### src/rtl/seq_pkg.sv
// rtl/seq_pkg.sv - shared constants and helpers for the serial pattern detector
// Purpose : default widths, legal parameter ranges, and the clog2 helper used
//           to size the fill counter.
// Ports   : none (package)
package seq_pkg;

    localparam int PAT_W_DEF = 4;
    localparam int CNT_W_DEF = 8;
    localparam int PAT_W_MIN = 2;
    localparam int PAT_W_MAX = 16;
    localparam int CNT_W_MIN = 1;

    // Bits needed to hold values 0..v-1; never less than 1 so it can size a vector.
    function automatic int clog2(input int v);
        int r;
        int x;
        r = 0;
        x = v - 1;
        while (x > 0) begin
            r = r + 1;
            x = x >> 1;
        end
        if (r < 1) begin
            r = 1;
        end
        return r;
    endfunction

endpackage

### src/rtl/seq_detect_if.sv
// rtl/seq_detect_if.sv - sample/load/status bundle of the serial pattern detector
// Purpose : groups the data, load and status signals of seq_detect.
// Ports   : en, in, load, pat_in[PAT_W], ovl_in, clr   (master -> slave)
//           match, match_cnt[CNT_W], armed             (slave -> master)
interface seq_detect_if
    import seq_pkg::*;
#(
    parameter int PAT_W = PAT_W_DEF,
    parameter int CNT_W = CNT_W_DEF
);

    logic             en;
    logic             in;
    logic             load;
    logic [PAT_W-1:0] pat_in;
    logic             ovl_in;
    logic             clr;
    logic             match;
    logic [CNT_W-1:0] match_cnt;
    logic             armed;

    modport master (
        output en, in, load, pat_in, ovl_in, clr,
        input  match, match_cnt, armed
    );

    modport slave (
        input  en, in, load, pat_in, ovl_in, clr,
        output match, match_cnt, armed
    );

endinterface

### src/rtl/seq_detect.sv
// rtl/seq_detect.sv - serial bit-pattern detector with saturating match counter
// Purpose : shifts sampled bits into a history register and flags a match when
//           the last PAT_W samples equal the loaded pattern; supports
//           overlapping and non-overlapping matching.
// Ports   : clk        clock, rising edge
//           rstn       asynchronous active-low reset
//           bus.en     sample strobe          bus.in     serial data bit
//           bus.load   pattern/mode load      bus.pat_in pattern, MSB first in time
//           bus.ovl_in 1 = overlapping mode   bus.clr    clear match counter
//           bus.match  registered match pulse bus.match_cnt saturating match count
//           bus.armed  PAT_W valid bits held
module seq_detect
    import seq_pkg::*;
#(
    parameter int PAT_W = PAT_W_DEF,
    parameter int CNT_W = CNT_W_DEF
) (
    input  logic         clk,
    input  logic         rstn,
    seq_detect_if.slave  bus
);

    localparam int             FW        = clog2(PAT_W + 1);
    localparam logic [FW-1:0]  FILL_FULL = FW'(PAT_W);
    localparam logic [CNT_W-1:0] CNT_MAX = '1;

    if (PAT_W < PAT_W_MIN || PAT_W > PAT_W_MAX || CNT_W < CNT_W_MIN) begin : g_bad_param
        $error("seq_detect: illegal PAT_W/CNT_W");
    end

    logic [PAT_W-1:0] pat_q,  pat_d;
    logic             ovl_q,  ovl_d;
    logic [PAT_W-1:0] hist_q, hist_d;
    logic [FW-1:0]    fill_q, fill_d;
    logic [FW-1:0]    fill_inc;
    logic             match_q;
    logic [CNT_W-1:0] cnt_q;
    logic             hit;

    // Next-state: load wins over a sample and discards it.
    always_comb begin
        pat_d    = pat_q;
        ovl_d    = ovl_q;
        hist_d   = hist_q;
        fill_d   = fill_q;
        fill_inc = fill_q;
        hit      = 1'b0;
        if (bus.load) begin
            pat_d  = bus.pat_in;
            ovl_d  = bus.ovl_in;
            hist_d = '0;
            fill_d = '0;
        end else if (bus.en) begin
            hist_d   = {hist_q[PAT_W-2:0], bus.in};
            fill_inc = (fill_q == FILL_FULL) ? fill_q : fill_q + FW'(1);
            // Judge the match on the post-shift history so the pulse has no extra latency.
            hit      = (hist_d == pat_q) && (fill_inc == FILL_FULL);
            // Non-overlapping mode requires a fresh PAT_W bits before the next match.
            fill_d   = (hit && !ovl_q) ? '0 : fill_inc;
        end
    end

    always_ff @(posedge clk or negedge rstn) begin
        if (!rstn) begin
            pat_q   <= '0;
            ovl_q   <= 1'b1;
            hist_q  <= '0;
            fill_q  <= '0;
            match_q <= 1'b0;
        end else begin
            pat_q   <= pat_d;
            ovl_q   <= ovl_d;
            hist_q  <= hist_d;
            fill_q  <= fill_d;
            match_q <= hit;
        end
    end

    // Match counter: clear takes priority but still counts a same-cycle hit.
    always_ff @(posedge clk or negedge rstn) begin
        if (!rstn) begin
            cnt_q <= '0;
        end else if (bus.clr) begin
            cnt_q <= hit ? CNT_W'(1) : '0;
        end else if (hit && (cnt_q != CNT_MAX)) begin
            cnt_q <= cnt_q + CNT_W'(1);
        end
    end

    assign bus.match     = match_q;
    assign bus.match_cnt = cnt_q;
    assign bus.armed     = (fill_q == FILL_FULL);

endmodule

### src/flat_wrapper.sv
// flat-port wrapper written by rule: the top's interface ports become plain ports
module seq_detect_flat import seq_pkg::*;
#(
    parameter int PAT_W = PAT_W_DEF,
    parameter int CNT_W = CNT_W_DEF
)
  (clk, rstn, bus_en, bus_in, bus_load, bus_pat_in, bus_ovl_in, bus_clr, bus_match, bus_match_cnt, bus_armed);
  seq_detect_if #(.PAT_W(PAT_W), .CNT_W(CNT_W)) bus_i ();
  input  logic clk;
  input  logic rstn;
  input wire logic [$bits(bus_i.en)-1:0] bus_en;
  input wire logic [$bits(bus_i.in)-1:0] bus_in;
  input wire logic [$bits(bus_i.load)-1:0] bus_load;
  input wire logic [$bits(bus_i.pat_in)-1:0] bus_pat_in;
  input wire logic [$bits(bus_i.ovl_in)-1:0] bus_ovl_in;
  input wire logic [$bits(bus_i.clr)-1:0] bus_clr;
  output wire logic [$bits(bus_i.match)-1:0] bus_match;
  output wire logic [$bits(bus_i.match_cnt)-1:0] bus_match_cnt;
  output wire logic [$bits(bus_i.armed)-1:0] bus_armed;
  assign bus_i.en = bus_en;
  assign bus_i.in = bus_in;
  assign bus_i.load = bus_load;
  assign bus_i.pat_in = bus_pat_in;
  assign bus_i.ovl_in = bus_ovl_in;
  assign bus_i.clr = bus_clr;
  assign bus_match = bus_i.match;
  assign bus_match_cnt = bus_i.match_cnt;
  assign bus_armed = bus_i.armed;
  seq_detect #(.PAT_W(PAT_W), .CNT_W(CNT_W)) u_core (.clk(clk), .rstn(rstn), .bus(bus_i));
endmodule
### config.mk
export PLATFORM = sky130hd
export DESIGN_NAME = seq_detect_flat
export DESIGN_NICKNAME = d
export VERILOG_FILES = /design/src/rtl/seq_pkg.sv /design/src/rtl/seq_detect_if.sv /design/src/rtl/seq_detect.sv /design/src/flat_wrapper.sv
export SDC_FILE = /design/constraint.sdc
export NUM_CORES = 1
export LEC_CHECK = 0
export CAP_MARGIN = 40
export CELL_PAD_IN_SITES_DETAIL_PLACEMENT = 1
export CELL_PAD_IN_SITES_GLOBAL_PLACEMENT = 1
export CORE_UTILIZATION = 38
export CTS_CLUSTER_DIAMETER = 120
export DETAILED_ROUTE_END_ITERATION = 6
export GPL_ROUTABILITY_DRIVEN = 1
export PLACE_DENSITY = 0.87
export SLEW_MARGIN = 20
export SYNTH_ARGS = -nofsm -noshare
export SYNTH_HDL_FRONTEND = slang
export SYNTH_SLANG_ARGS = --single-unit
export TNS_END_PERCENT = 20
### constraint.sdc
create_clock -name clk -period 2.55 [get_ports clk]
set_input_delay 0.51 -clock clk [delete_from_list [all_inputs] [get_ports clk]]
set_output_delay 0.51 -clock clk [all_outputs]
set_load 0.01 [all_outputs]
==> qor.txt, run 1 <==
Clock latency on the worst-skew pair -> 0.31 ns
Number of synthesized register bits -> 20
Post-synth ARST share -> 100%
Worst hold path type -> primary input to asynchronous set/reset pin
Yosys Warn Count -> 0
FF+latch area -> 502 um2
Vias in the first global route -> 902
Synthesized area -> 1060 um2
Number of synthesized flops with an enable pin -> 0
Num CTS Buffers -> 3
ANT nets after route -> 0
P per Cell Area -> 452 nW/um2
Initial Utilization -> 41.6%
Peak VDD IR -> 0.475 mV
Final slew viol count -> 0
Layout area overhead -> 28.6%
Fin worst setup slack -> 0.150 ns
Clk sinks -> 20
Dpl cell area -> 1330 um2
Post-synth top cells -> 19 x dfrtp_1, 12 x nor2_1, 9 x inv_1
Largest cells by area after synthesis -> dfrtp_1 45%, mux2_2 8.5%, nor2_1 4.3%
First-pass GRT wire length -> 4300 um
Via Count -> 866
Avg Cell Area, Syn -> 10.4 um2
Max Freq -> 417 MHz
Die area -> 3000 um2
Die width -> 54.8 um
Grt ovf -> 0
Worst R2R Path Depth -> 7
# diodes -> 0
CTS tree -> built
Clk slew on worst S/H paths -> 0.11 ns
Worst-Margin Slew -> 0.452 ns
Post-Syn Nets -> 116
Hold_buf cts -> 0
Max-cap violation count -> 0
Cell count after synthesis -> 102
Row count -> 18
Sequential share of the synthesized area -> 47.4%
Crit path kind -> flip-flop to flip-flop
Tot Pwr -> 0.616 mW
Status -> finished, final reports clean
Largest net degree at the start of global routing -> 21
DRC errors left -> 0
Top_reg_cell synth -> dfrtp_1
Root buf cell -> clkbuf_4
Worst EP arrival -> 2.61 ns
Hold Vio Cnt, Final -> 0
Relative max-transition margin -> 69.8%
Core area -> 2540 um2
Proportion of layout cells with a drive suffix above 1 -> 16.3%
Critical path startpoint category -> flip-flop
Reg2reg end -> u_core.bus.match_cnt[5]$_DFFE_PN0P_
Drt first pass iters -> 4
DRT iter0 DRCs -> 6
R2R setup slack -> 0.15 ns
DR vias/cell -> 5.45
Area share of the largest cell type after synthesis -> 44.9%
Place WS -> -0.125 ns
Endpoint class of the critical path -> flip-flop
Final wirelength -> 2480 um
Nets -> 144
Filler instances -> 290
Top cell type by total area after synthesis -> dfrtp_1
Fin crit share -> 94.1%
H-Tree Depth -> 1
GP Congestion -> 0.820
P_leak -> 0.598 nW
RSZ-0062 raised after global routing -> yes
Initial antenna violation count -> 0
DR WL/cell -> 15.6 um
Final Cell Area -> 1360 um2
Setup Viol. Count Final -> 0
Cell variety after synth -> 33
R2R Path Start -> u_core.fill_q[0]$_DFFE_PN0P_
Clk_skew -> 0.000777 ns
Tmin final -> 2.40 ns
Worst path required time -> 2.76 ns
Area of the multi-input gates -> 499 um2
I/O Buffers -> 20
Core Util, Final -> 53.5%
Clk buf depth -> 2
Hpwl dp -> 1970 um
Die Ht -> 54.8 um
Crit path max fanout -> 4
Number of top-level pins -> 21
Total global-route track usage -> 21.4%
Top-count cell post-synth -> dfrtp_1
-- routing by layer --
layer  track usage, %  up-vias  share of wire [%]
met5                0        -                  0
met4             12.4        0                2.4
met3             3.89        5                2.5
met2             34.5       14                 52
met1             26.2      434                 43
li1                 -      413                  -
-- state kept, by name, summed over array words and instances, names as in the netlist --
signal and flops:
u_core.pat_q 4, u_core.bus.match_cnt 8, u_core.fill_q 3, u_core.bus.match 1
u_core.hist_q 3, u_core.ovl_q 1
-- report_power, final --
part	switching (mW)	internal (mW)	total [mW]
combinational	0.0384	0.0441	0.0825
clock	0.105	0.0874	0.192
sequential	0.00955	0.331	0.341
-- logic make-up after synthesis --
group,count (synthesis),synth area share (%)
adder cells (fa/ha/maj),3,3.55
AO/OA/AOI/OAI,11,7.80
buffers and inverters,13,5.44
AND/OR/NAND/NOR,37,18.6
XOR/XNOR,6,4.96
flip-flops,20,47.4
multiplexers,12,12.3
-- cell type report --
type,instances,area share [%]
clock buffers,4,2.67
flip-flops and latches,20,36.9
repair buffers,27,18.6
inverters,9,2.48
multi-input cells,69,36.7
well taps,30,2.76
-- cell usage in the layout, fill, tap and decap left out, drive strengths merged, types with 4 or more instances in the layout --
cell type      instances
mux2                   8
clkbuf                 4
xnor2                  5
buf                    7
nand3                  5
dfrtp                 19
mux2i                  4
clkdlybuf4s50         20
inv                    9
nor2                  12
-- how the worst max path moves through the flow --
stage	slack [ns]	endpoint	cells after the start	startpoint
floorplan	0.32	u_core.bus.match_cnt[2]$_DFFE_PN0P_	8	u_core.fill_q[0]$_DFFE_PN0P_
global placement	-0.08	u_core.bus.match_cnt[7]$_DFFE_PN0P_	6	bus_in
detailed placement	-0.13	u_core.bus.match_cnt[7]$_DFFE_PN0P_	6	bus_in
CTS	0.12	u_core.bus.match_cnt[5]$_DFFE_PN0P_	7	u_core.fill_q[0]$_DFFE_PN0P_
global route	-0.009	u_core.bus.match_cnt[7]$_DFFE_PN0P_	7	u_core.fill_q[0]$_DFFE_PN0P_
finish	0.15	u_core.bus.match_cnt[5]$_DFFE_PN0P_	7	u_core.fill_q[0]$_DFFE_PN0P_
-- metrics by stage --
step	TNS (ns)	std cells	hold WS, ns
after floorplan	0	102	0.214
after global placement	-0.153	155	0.518
after detailed placement	-0.279	155	0.521
after CTS	0	159	0.515
after global routing	-0.0128	159	0.557
final	0	159	0.519
-- critical path, stage by stage (launching register included) --
cell     delay (ns)
dfrtp_1        0.40
inv_1          0.14
ha_1           0.19
nand2_1        0.10
xnor2_1        0.18
or4_1          0.56
nor4_1         0.36
mux2_2         0.37
-- what timing repair did --
| item | 4_1_cts | 5_1_grt |
|---|---|---|
| endpoints found under the setup margin | 0 | 2 |
| setup buffers | 0 | 0 |
| resized for setup | 0 | 0 |
(Power assumes the default switching activity.)
==> inputs of run 2 (changes only) <==
- CAP_MARGIN: 40 -> 20
==> results of run 2 <==
The final DEF is identical to that of run 1; final timing and power are the same.
==> inputs of run 3 (changes only) <==
- SKIP_LAST_GASP: not set -> 1
==> results of run 3 <==
The final DEF is identical to that of run 1; final timing and power are the same.
